==> src/rtl/riscv_mem_pkg.sv <==
// Shared types and constants for the data-memory port arbiter.
package riscv_mem_pkg;

    // Arbiter FSM: either free to grant, or waiting out a read's latency.
    typedef enum logic {
        IDLE    = 1'b0,
        RD_BUSY = 1'b1
    } arb_state_t;

    // Requester identity; the encoding doubles as the bit index in req/gnt vectors.
    typedef enum logic {
        REQ_IF = 1'b0,
        REQ_D  = 1'b1
    } req_id_t;

    // Longest supported read latency and the counter width that holds it.
    localparam int MAX_MEM_LAT = 4;
    localparam int LAT_CNT_W   = 3;

endpackage : riscv_mem_pkg

==> src/rtl/mem_port_arbiter_if.sv <==
// Bundle of requester and memory-side signals around the port arbiter.
//
// Handshake: a requester raises its req with address (and store data)
// stable and holds it until the arbiter pulses the matching gnt for one
// cycle; the transfer is accepted in that cycle. Read data returns later
// on the rvalid/rdata pair for exactly one cycle, with rdata 0 otherwise.
interface mem_port_arbiter_if #(
    parameter int ADDR_W = 64,
    parameter int DATA_W = 64
);
    // Fetch requester
    logic              if_req;
    logic [ADDR_W-1:0] if_addr;
    logic              if_gnt;
    logic              if_rvalid;
    logic [DATA_W-1:0] if_rdata;

    // Load/store requester
    logic              d_req;
    logic              d_we;
    logic [ADDR_W-1:0] d_addr;
    logic [DATA_W-1:0] d_wdata;
    logic              d_gnt;
    logic              d_rvalid;
    logic [DATA_W-1:0] d_rdata;

    // Memory port
    logic [ADDR_W-1:0] mem_raddr;
    logic [ADDR_W-1:0] mem_waddr;
    logic [DATA_W-1:0] mem_wdata;
    logic              mem_wr;
    logic [DATA_W-1:0] mem_rdata;

    // Arbiter side
    modport slave (
        input  if_req, if_addr, d_req, d_we, d_addr, d_wdata, mem_rdata,
        output if_gnt, if_rvalid, if_rdata, d_gnt, d_rvalid, d_rdata,
        output mem_raddr, mem_waddr, mem_wdata, mem_wr
    );

    // Requester/memory side
    modport master (
        output if_req, if_addr, d_req, d_we, d_addr, d_wdata, mem_rdata,
        input  if_gnt, if_rvalid, if_rdata, d_gnt, d_rvalid, d_rdata,
        input  mem_raddr, mem_waddr, mem_wdata, mem_wr
    );

endinterface : mem_port_arbiter_if

==> src/rtl/rr_arb2.sv <==
// Two-way round-robin select. Purely combinational; the caller owns the
// last-grant register and feeds it back in.
module rr_arb2
    import riscv_mem_pkg::*;
(
    input  logic [1:0] req,      // bit 0 = fetch, bit 1 = data
    input  req_id_t    lastGnt,
    output logic [1:0] gnt       // one-hot or zero
);

    // A lone requester always wins; on a tie the one not served last wins.
    always_comb begin
        gnt = 2'b00;
        if (req == 2'b11) begin
            gnt = (lastGnt == REQ_IF) ? 2'b10 : 2'b01;
        end else begin
            gnt = req;
        end
    end

endmodule : rr_arb2

==> src/rtl/mem_port_arbiter.sv <==
// Shares the single port of the 64-bit data memory between instruction
// fetch and load/store. One transaction is outstanding at a time; reads
// are tracked with a latency down-counter and returned to their issuer.
module mem_port_arbiter
    import riscv_mem_pkg::*;
#(
    parameter int ADDR_W  = 64,
    parameter int DATA_W  = 64,
    parameter int MEM_LAT = 1
) (
    input  logic                clock,
    input  logic                reset,
    mem_port_arbiter_if.slave   bus,
    output arb_state_t          dbgState
);

    // Out-of-range latencies are pulled into the supported 1..MAX_MEM_LAT window.
    localparam int LAT_USE = (MEM_LAT > MAX_MEM_LAT) ? MAX_MEM_LAT :
                             ((MEM_LAT < 1) ? 1 : MEM_LAT);
    localparam logic [LAT_CNT_W-1:0] LAT_LOAD  = LAT_CNT_W'(LAT_USE);
    localparam logic [LAT_CNT_W-1:0] LAT_LAST  = LAT_CNT_W'(1);
    localparam logic [DATA_W-1:0]    DATA_ZERO = '0;
    localparam logic [ADDR_W-1:0]    ADDR_ZERO = '0;

    arb_state_t           state,   stateNext;
    logic [LAT_CNT_W-1:0] latCnt,  latCntNext;
    req_id_t              owner,   ownerNext;
    req_id_t              lastGnt, lastGntNext;
    logic [ADDR_W-1:0]    addrQ,   addrQNext;

    logic              completing;
    logic              grantWin;
    logic [1:0]        reqVec;
    logic [1:0]        gntVec;
    logic              gntIf;
    logic              gntD;
    logic              isStore;
    logic [ADDR_W-1:0] selAddr;

    // The cycle a read finishes is also a grant window, so back-to-back
    // reads overlap the old rvalid with the new gnt. Reset blocks grants.
    assign completing = (state == RD_BUSY) && (latCnt == LAT_LAST);
    assign grantWin   = !reset && ((state == IDLE) || completing);
    assign reqVec     = grantWin ? {bus.d_req, bus.if_req} : 2'b00;

    rr_arb2 u_rr (
        .req     (reqVec),
        .lastGnt (lastGnt),
        .gnt     (gntVec)
    );

    assign gntIf    = gntVec[REQ_IF];
    assign gntD     = gntVec[REQ_D];
    assign isStore  = gntD && bus.d_we;
    assign selAddr  = gntD ? bus.d_addr : bus.if_addr;
    assign dbgState = state;

    // State, latency counter, owner, round-robin pointer and read address.
    always_ff @(posedge clock) begin
        if (reset) begin
            state   <= IDLE;
            latCnt  <= '0;
            owner   <= REQ_IF;
            lastGnt <= REQ_IF;
            addrQ   <= '0;
        end else begin
            state   <= stateNext;
            latCnt  <= latCntNext;
            owner   <= ownerNext;
            lastGnt <= lastGntNext;
            addrQ   <= addrQNext;
        end
    end

    // Next-state logic plus all requester and memory-port outputs.
    always_comb begin
        stateNext     = state;
        latCntNext    = latCnt;
        ownerNext     = owner;
        lastGntNext   = lastGnt;
        addrQNext     = addrQ;

        bus.if_gnt    = 1'b0;
        bus.d_gnt     = 1'b0;
        bus.if_rvalid = 1'b0;
        bus.if_rdata  = DATA_ZERO;
        bus.d_rvalid  = 1'b0;
        bus.d_rdata   = DATA_ZERO;
        bus.mem_raddr = addrQ;
        bus.mem_waddr = addrQ;
        bus.mem_wdata = DATA_ZERO;
        bus.mem_wr    = 1'b0;

        if (reset) begin
            // Everything reads as zero while reset is held, including a
            // read that would otherwise be completing this cycle.
            bus.mem_raddr = ADDR_ZERO;
            bus.mem_waddr = ADDR_ZERO;
        end else begin
            if (state == RD_BUSY) begin
                latCntNext = latCnt - LAT_LAST;
                if (completing) begin
                    stateNext = IDLE;
                    if (owner == REQ_D) begin
                        bus.d_rvalid = 1'b1;
                        bus.d_rdata  = bus.mem_rdata;
                    end else begin
                        bus.if_rvalid = 1'b1;
                        bus.if_rdata  = bus.mem_rdata;
                    end
                end
            end

            if (gntIf || gntD) begin
                bus.if_gnt    = gntIf;
                bus.d_gnt     = gntD;
                bus.mem_raddr = selAddr;
                bus.mem_waddr = selAddr;
                lastGntNext   = gntD ? REQ_D : REQ_IF;
                if (isStore) begin
                    // Stores finish in the grant cycle; nothing to wait for.
                    bus.mem_wr    = 1'b1;
                    bus.mem_wdata = bus.d_wdata;
                end else begin
                    stateNext  = RD_BUSY;
                    latCntNext = LAT_LOAD;
                    ownerNext  = gntD ? REQ_D : REQ_IF;
                    addrQNext  = selAddr;
                end
            end
        end
    end

    // Structural invariants that must hold whenever reset is released.
    always @(posedge clock) begin
        if (!reset) begin
            assert (!(bus.if_gnt && bus.d_gnt));
            assert (!(bus.if_rvalid && bus.d_rvalid));
            assert (!(bus.if_rvalid || bus.d_rvalid) || (state == RD_BUSY));
        end
    end

endmodule : mem_port_arbiter

==> src/flat_wrapper.sv <==
// flat-port wrapper written by rule: the top's interface ports become plain ports
module mem_port_arbiter_flat import riscv_mem_pkg::*;
#(
    parameter int ADDR_W  = 64,
    parameter int DATA_W  = 64,
    parameter int MEM_LAT = 1
)
  (clock, reset, dbgState, bus_if_req, bus_if_addr, bus_d_req, bus_d_we, bus_d_addr, bus_d_wdata, bus_mem_rdata, bus_if_gnt, bus_if_rvalid, bus_if_rdata, bus_d_gnt, bus_d_rvalid, bus_d_rdata, bus_mem_raddr, bus_mem_waddr, bus_mem_wdata, bus_mem_wr);
  mem_port_arbiter_if #(.ADDR_W(ADDR_W), .DATA_W(DATA_W)) bus_i ();
  input  logic clock;
  input  logic reset;
  output arb_state_t dbgState;
  input wire logic [$bits(bus_i.if_req)-1:0] bus_if_req;
  input wire logic [$bits(bus_i.if_addr)-1:0] bus_if_addr;
  input wire logic [$bits(bus_i.d_req)-1:0] bus_d_req;
  input wire logic [$bits(bus_i.d_we)-1:0] bus_d_we;
  input wire logic [$bits(bus_i.d_addr)-1:0] bus_d_addr;
  input wire logic [$bits(bus_i.d_wdata)-1:0] bus_d_wdata;
  input wire logic [$bits(bus_i.mem_rdata)-1:0] bus_mem_rdata;
  output wire logic [$bits(bus_i.if_gnt)-1:0] bus_if_gnt;
  output wire logic [$bits(bus_i.if_rvalid)-1:0] bus_if_rvalid;
  output wire logic [$bits(bus_i.if_rdata)-1:0] bus_if_rdata;
  output wire logic [$bits(bus_i.d_gnt)-1:0] bus_d_gnt;
  output wire logic [$bits(bus_i.d_rvalid)-1:0] bus_d_rvalid;
  output wire logic [$bits(bus_i.d_rdata)-1:0] bus_d_rdata;
  output wire logic [$bits(bus_i.mem_raddr)-1:0] bus_mem_raddr;
  output wire logic [$bits(bus_i.mem_waddr)-1:0] bus_mem_waddr;
  output wire logic [$bits(bus_i.mem_wdata)-1:0] bus_mem_wdata;
  output wire logic [$bits(bus_i.mem_wr)-1:0] bus_mem_wr;
  assign bus_i.if_req = bus_if_req;
  assign bus_i.if_addr = bus_if_addr;
  assign bus_i.d_req = bus_d_req;
  assign bus_i.d_we = bus_d_we;
  assign bus_i.d_addr = bus_d_addr;
  assign bus_i.d_wdata = bus_d_wdata;
  assign bus_i.mem_rdata = bus_mem_rdata;
  assign bus_if_gnt = bus_i.if_gnt;
  assign bus_if_rvalid = bus_i.if_rvalid;
  assign bus_if_rdata = bus_i.if_rdata;
  assign bus_d_gnt = bus_i.d_gnt;
  assign bus_d_rvalid = bus_i.d_rvalid;
  assign bus_d_rdata = bus_i.d_rdata;
  assign bus_mem_raddr = bus_i.mem_raddr;
  assign bus_mem_waddr = bus_i.mem_waddr;
  assign bus_mem_wdata = bus_i.mem_wdata;
  assign bus_mem_wr = bus_i.mem_wr;
  mem_port_arbiter #(.ADDR_W(ADDR_W), .DATA_W(DATA_W), .MEM_LAT(MEM_LAT)) u_core (.clock(clock), .reset(reset), .bus(bus_i), .dbgState(dbgState));
endmodule
==> config.mk <==
export PLATFORM = sky130hd
export DESIGN_NAME = mem_port_arbiter_flat
export DESIGN_NICKNAME = d
export VERILOG_FILES = /design/src/rtl/riscv_mem_pkg.sv /design/src/rtl/mem_port_arbiter_if.sv /design/src/rtl/rr_arb2.sv /design/src/rtl/mem_port_arbiter.sv /design/src/flat_wrapper.sv
export SDC_FILE = /design/constraint.sdc
export NUM_CORES = 1
export LEC_CHECK = 0
export BUFFER_PORTS_ARGS = -buffer_cell sky130_fd_sc_hd__buf_4
export CAP_MARGIN = 30
export CORE_AREA = 2 2 225 227
export DETAILED_ROUTE_END_ITERATION = 6
export DIE_AREA = 0 0 227 229
export SLEW_MARGIN = 15
export SYNTH_ARGS = -nofsm -noshare
export SYNTH_HDL_FRONTEND = slang
export SYNTH_SLANG_ARGS = --single-unit
==> constraint.sdc <==
create_clock -name clock -period 3.1 [get_ports clock]
set_clock_uncertainty 0.15 [all_clocks]
set_input_delay 0.465 -clock clock [delete_from_list [all_inputs] [get_ports clock]]
set_output_delay 0.465 -clock clock [all_outputs]
set_load 0.01 [all_outputs]
Word level (Yosys, flattened, before mapping)
Index checks and enable logic that the tools add are counted.

cells by class
  eq/ne operators = 2
  mux-type cells = 40
  reductions and logical operators = 7
  add/sub/neg operators = 1
  bitwise operators = 2

operator list
  cell                                              number
  two-way mux 64 bit                                14
  two-way mux 1 bit                                 20
  two-way mux 3 bit                                 3
  two-way mux 2 bit                                 3
  == test 3 x 1 -> 1 bit, second input constant     1
  logical AND 1 bit                                 3
  subtractor 3 x 1 -> 3 bit, second input constant  1
  == test 2 bit, second input constant              1
  logical OR 1 bit                                  2
  NOT 1 bit                                         2
  AND reduction 2 bit                               1
  logical NOT 1 bit                                 1

word-level totals
  input port bits = 261
  flip-flop bits (word level) = 70

Depth between registers and ports, before layout
  word-level depth = 11
  gate-level depth with buffers = 9
  depth with buffers taken out = 6

Modules after synthesis
From an unflattened synthesis, not the netlist that was laid out.

second synthesis, totals
  cells, all modules = 904
  area, all modules = 6892.9 sq um

by module, submodules not included
  module            cells each  times used  seq. area each (sq um)  area an instance (sq um)
  mem_port_arbiter  901         1           1401.3                  6874.1
  rr_arb2           3           1           0.0                     18.8

Worst setup path before layout
No wires, ideal clock.

  kind = register to output
  start point = register u_core.latCnt[0]
  end point = output port bus_mem_waddr[37]
  arrival = 2.062 ns
  setup slack = 0.423 ns
  stages on the path, launching flop included = 9
  cell sequence = dfxtp_1 -> ha_1 -> nand2b_4 -> a211oi_1 -> buf_6 -> dlymetal6s2s_1 -> nor2_1 -> a211oi_2 -> buf_4

on the way
  longest elaborated chain between the ends = 10

RTL lines
  what                                                    line                                             text
  from (decl)                                             mem_port_arbiter.sv:26                           logic [LAT_CNT_W-1:0] latCnt, latCntNext;
  from (signal assigned)                                  mem_port_arbiter.sv:68                           latCnt <= latCntNext;
  == test 3 x 1 -> 1 bit (*)                              mem_port_arbiter.sv:42                           assign completing = (state == RD_BUSY) && (latCnt == LAT_LAST);
  logical AND 1 bit (*)                                   mem_port_arbiter.sv:42
  logical OR 1 bit (*)                                    mem_port_arbiter.sv:43                           assign grantWin = !reset && ((state == IDLE) || completing);
  logical AND 1 bit (*)                                   mem_port_arbiter.sv:43
  two-way mux 2 bit (*)                                   mem_port_arbiter.sv:44                           assign reqVec = grantWin ? {bus.d_req, bus.if_req} : 2'b00;
  == test 2 bit                                           rr_arb2.sv:14                                    if (req == 2'b11) begin
  two-way mux 2 bit (*)                                   rr_arb2.sv:14
  two-way mux 64 bit or logical OR 1 bit (tied branches)  mem_port_arbiter.sv:55, mem_port_arbiter.sv:114
  two-way mux 64 bit (*) (2 in a row)                     -
  to (decl)                                               flat_wrapper.sv:27                               output wire logic [$bits(bus_i.mem_waddr)-1:0] bus_mem_waddr;

Mark *: on every way between the ends. The rest lies on a longest branch, timed or not.

Final worst setup path
  start point = register u_core.latCnt[1]
  end point = output port bus_mem_waddr[40]

on the way
  longest elaborated chain between the ends = 10

RTL lines
  what                                                    line                                             text
  == test 3 x 1 -> 1 bit (*)                              mem_port_arbiter.sv:42
  logical AND 1 bit (*)                                   mem_port_arbiter.sv:42
  logical OR 1 bit (*)                                    mem_port_arbiter.sv:43
  logical AND 1 bit (*)                                   mem_port_arbiter.sv:43
  two-way mux 2 bit (*)                                   mem_port_arbiter.sv:44
  == test 2 bit                                           rr_arb2.sv:14
  two-way mux 2 bit (*)                                   rr_arb2.sv:14
  two-way mux 64 bit or logical OR 1 bit (tied branches)  mem_port_arbiter.sv:55, mem_port_arbiter.sv:114
  two-way mux 64 bit (*)                                  mem_port_arbiter.sv:114                          if (gntIf || gntD) begin
  two-way mux 64 bit (*)                                  mem_port_arbiter.sv:94                           if (reset) begin

Marks and branches as above.

==> reports/summary.txt <==
Status = finished, final reports clean
Pre-CTS setup slack = 0.0947 ns
Post-route setup slack = 0.0552 ns
Largest net degree at the start of global routing = 79
Fin crit share = 98.2%
# fillers = 5419
Leak pwr = 5.47 nW
Worst slew pin tran = 1.00 ns
Most frequent cells in the layout = buf_4, and2_1, a211oi_1
Final Max Slew Viols = 0
Setup-failing EPs final = 0
Clock network power share = 32.3%
CP required = 2.48 ns
Worst-path fanout max = 16
TritonCTS clock tree = done
CTS Buf Count = 9
Placed insts = 1900
Worst-Skew Late Latency = 0.36 ns
Type of the worst setup path = flop to output pin
DRT Wirelength = 34.7 mm
Rows = 82
Hpwl dp = 26.5 mm
Worst-path clk slew = 0.07 ns
Final Non-Filler Cells = 1933
Ranking of synthesized cells by area = dfxtp_1, a211oi_1, and2_1, mux2i_1, buf_4
Drt pass-1 iters = 4
Hold buffers post-CTS = 0
WHS Endpoint = u_core.addrQ[2]
Seq/Total Area, Yosys = 23.0%
RD Place Congestion = 1.07
Die Footprint = 52000 sq um
Starting DRT DRC Count = 389
Distinct cells, synth = 31
Hold Path Class = primary input to flop
Routed Antenna Nets = 0
Max transition margin = 33.1%
Vias in the first global route = 7321
Synth Instances = 765
WHS = 0.334 ns
Cell Pwr Density = 328 nW/um^2
Clk sinks = 70
Syn_area_per_cell = 7.95 sq um
#FFs+latches synth = 70
Clk root buf = clkbuf_16
Die W = 227 um
Switching share of power = 33.4%
RSZ-0062 raised after global routing = yes
Core ar. = 49700 sq um
DRC errors left = 0
Nets = 1515
Power Internal = 2.57 mW
Hold Path Cell Cnt = 3
Top cell type's share of synthesized area = 23.0%
Commonest non-fill, non-tap cell in the layout = buf_4
Total power = 3.86 mW
Total congestion overflow = 0
Comb power frac = 41.1%
Max-cap violations = 0
Syn. warnings = 0
Starting Density = 12.2%
Initial antenna violation count = 8
H-Tree Depth = 3
FMAX = 328 MHz
IO Count = 587
Buffers and inverters on the worst path = 5
Vias per std cell = 3.92
RR Endpoint = u_core.addrQ[40]
Via Count = 7586
Setup TNS = 0 ns
Max VDD drop = 0.000291 V
Synth-to-layout area growth = 93.3%
Largest stage delay on the critical path = 0.33 ns
Hold path startpoint = bus_if_addr[2]
CP cell instances = inv_2 > ha_4 > nand2b_4 > a221oi_4 > buf_12 > buf_12 > buf_4 > mux2i_2 > a211oi_2 > buf_4
Reg2reg path depth = 9
Critical path capture point type = output pin
Number of port buffers = 586
CP max stage cell = dfxtp_2
CP top delay family = buffers and inverters
Clk buf depth = 2
Layout cell share with drive strength beyond 1 = 59.7%
Syn nets = 1028
Sw power = 1.29 mW
DR WL/cell = 17.9 um
Final Hold Viols = 0
R2R Setup Slk = 0.91 ns
Reg power frac = 26.6%
Total GRT Usage = 12.4%
First-pass GRT wire length = 47.2 mm
CP Data Arrival Time = 2.43 ns
Mapped Area = 6080 sq um
Crit path time final = 3.04 ns
CP startpoint kind = flop
Die height = 229 um
Crit Reg-Reg Startpoint = u_core.latCnt[1]
Synth area leader = dfxtp_1
-- metrics by stage --
step                      area (sq um)  util [%]
final                            11800      23.7
after global routing             11800      23.7
after CTS                        11500      23.2
after detailed placement         10600      21.4
after global placement           10600      21.4
after floorplan                   6080         -
-- layer usage --
metal / global-route usage (%) / up-vias / wire, um
met5: 0 / - / 0
met4: 3.21 / 0 / 411
met3: 2.98 / 20 / 2950
met2: 22.3 / 367 / 17700
met1: 14.7 / 3574 / 13600
li1: - / 3625 / -
-- worst reg2reg max path, stage by stage, from the launching register on --
cell,delay (ns)
dfxtp_2,0.33
inv_2,0.07
ha_4,0.13
nand2b_4,0.08
a221oi_4,0.27
buf_12,0.18
buf_12,0.18
buf_4,0.23
mux2i_2,0.27
a211oi_1,0.11
-- cell type report --
cell class	count	area [sq um]	share of cell area (%)
repair buffers	626	4950	42.1
well taps	672	841	7.15
multi-input cells	541	4180	35.6
inverters	4	15.0	0.128
flip-flops and latches	70	1400	11.9
clock inverters	7	123	1.04
clock buffers	9	225	1.92
diodes	4	10.0	0.0852
-- state kept, by name (all words and copies together) (netlist names) --
signal	cells
u_core.addrQ	64
u_core.latCnt	3
u_core.dbgState	1
u_core.lastGnt	1
u_core.owner	1
-- how the worst max path moves through the flow --
| stage | end | slack [ns] | depth (start not counted) | from |
|---|---|---|---|---|
| floorplan | bus_mem_waddr[37] | 0.42 | 8 | u_core.latCnt[0] |
| finish | bus_mem_waddr[40] | 0.06 | 10 | u_core.latCnt[1] |
| detailed placement | bus_mem_waddr[3] | 0.09 | 8 | reset |
| global placement | bus_mem_raddr[3] | 0.13 | 8 | reset |
| CTS | bus_mem_raddr[37] | -0.02 | 10 | u_core.latCnt[1] |
| global route | bus_mem_waddr[26] | -0.06 | 9 | u_core.latCnt[1] |
-- power by group through the flow --
stage | Sequential, mW | Clock (mW) | Combinational (mW)
final | 1.03 | 1.25 | 1.58
after global routing | 1.03 | 1.35 | 1.70
after CTS | 1.02 | 1.33 | 1.54
after detailed placement | 1.04 | 0 | 1.38
after global placement | 1.04 | 0 | 1.37
after floorplan | 1.03 | 0 | 0.774
-- cell families (layout without fill, tap and decap cells) --
family	after synthesis	count (layout)	synth area share, %
compound gates	201	201	23.2
xor+xnor	2	2	0.288
other cells	0	4	0
simple gates	272	272	25.3
flops	70	70	23.0
mux	64	64	10.5
fa+ha+maj	2	2	0.411
buf+inv	154	646	17.2
-- timing repair --
action | 4_1_cts | 5_1_grt
pin swaps | 4 | 1
setup endpoints to repair | 120 | 101
cloned | 5 | 0
buffers inserted | 4 | 5
resized for setup | 78 | 35
-- cells in the mapped netlist (all sizes together) --
master        count
nand2             3
nor2b             1
a211oi          129
a221oi            1
clkbuf           64
nor4              1
nor3              2
and3             65
xor2              1
o21ba             1
nand2b            3
and2            130
xnor2             1
dlymetal6s2s      1
inv               4
a2111oi           1
dfxtp            70
a21oi            68
buf              85
a22o              1
nor4b             1
nor2             66
mux2i            64
ha                2
No activity file was read; power rests on OpenSTA's default activity.
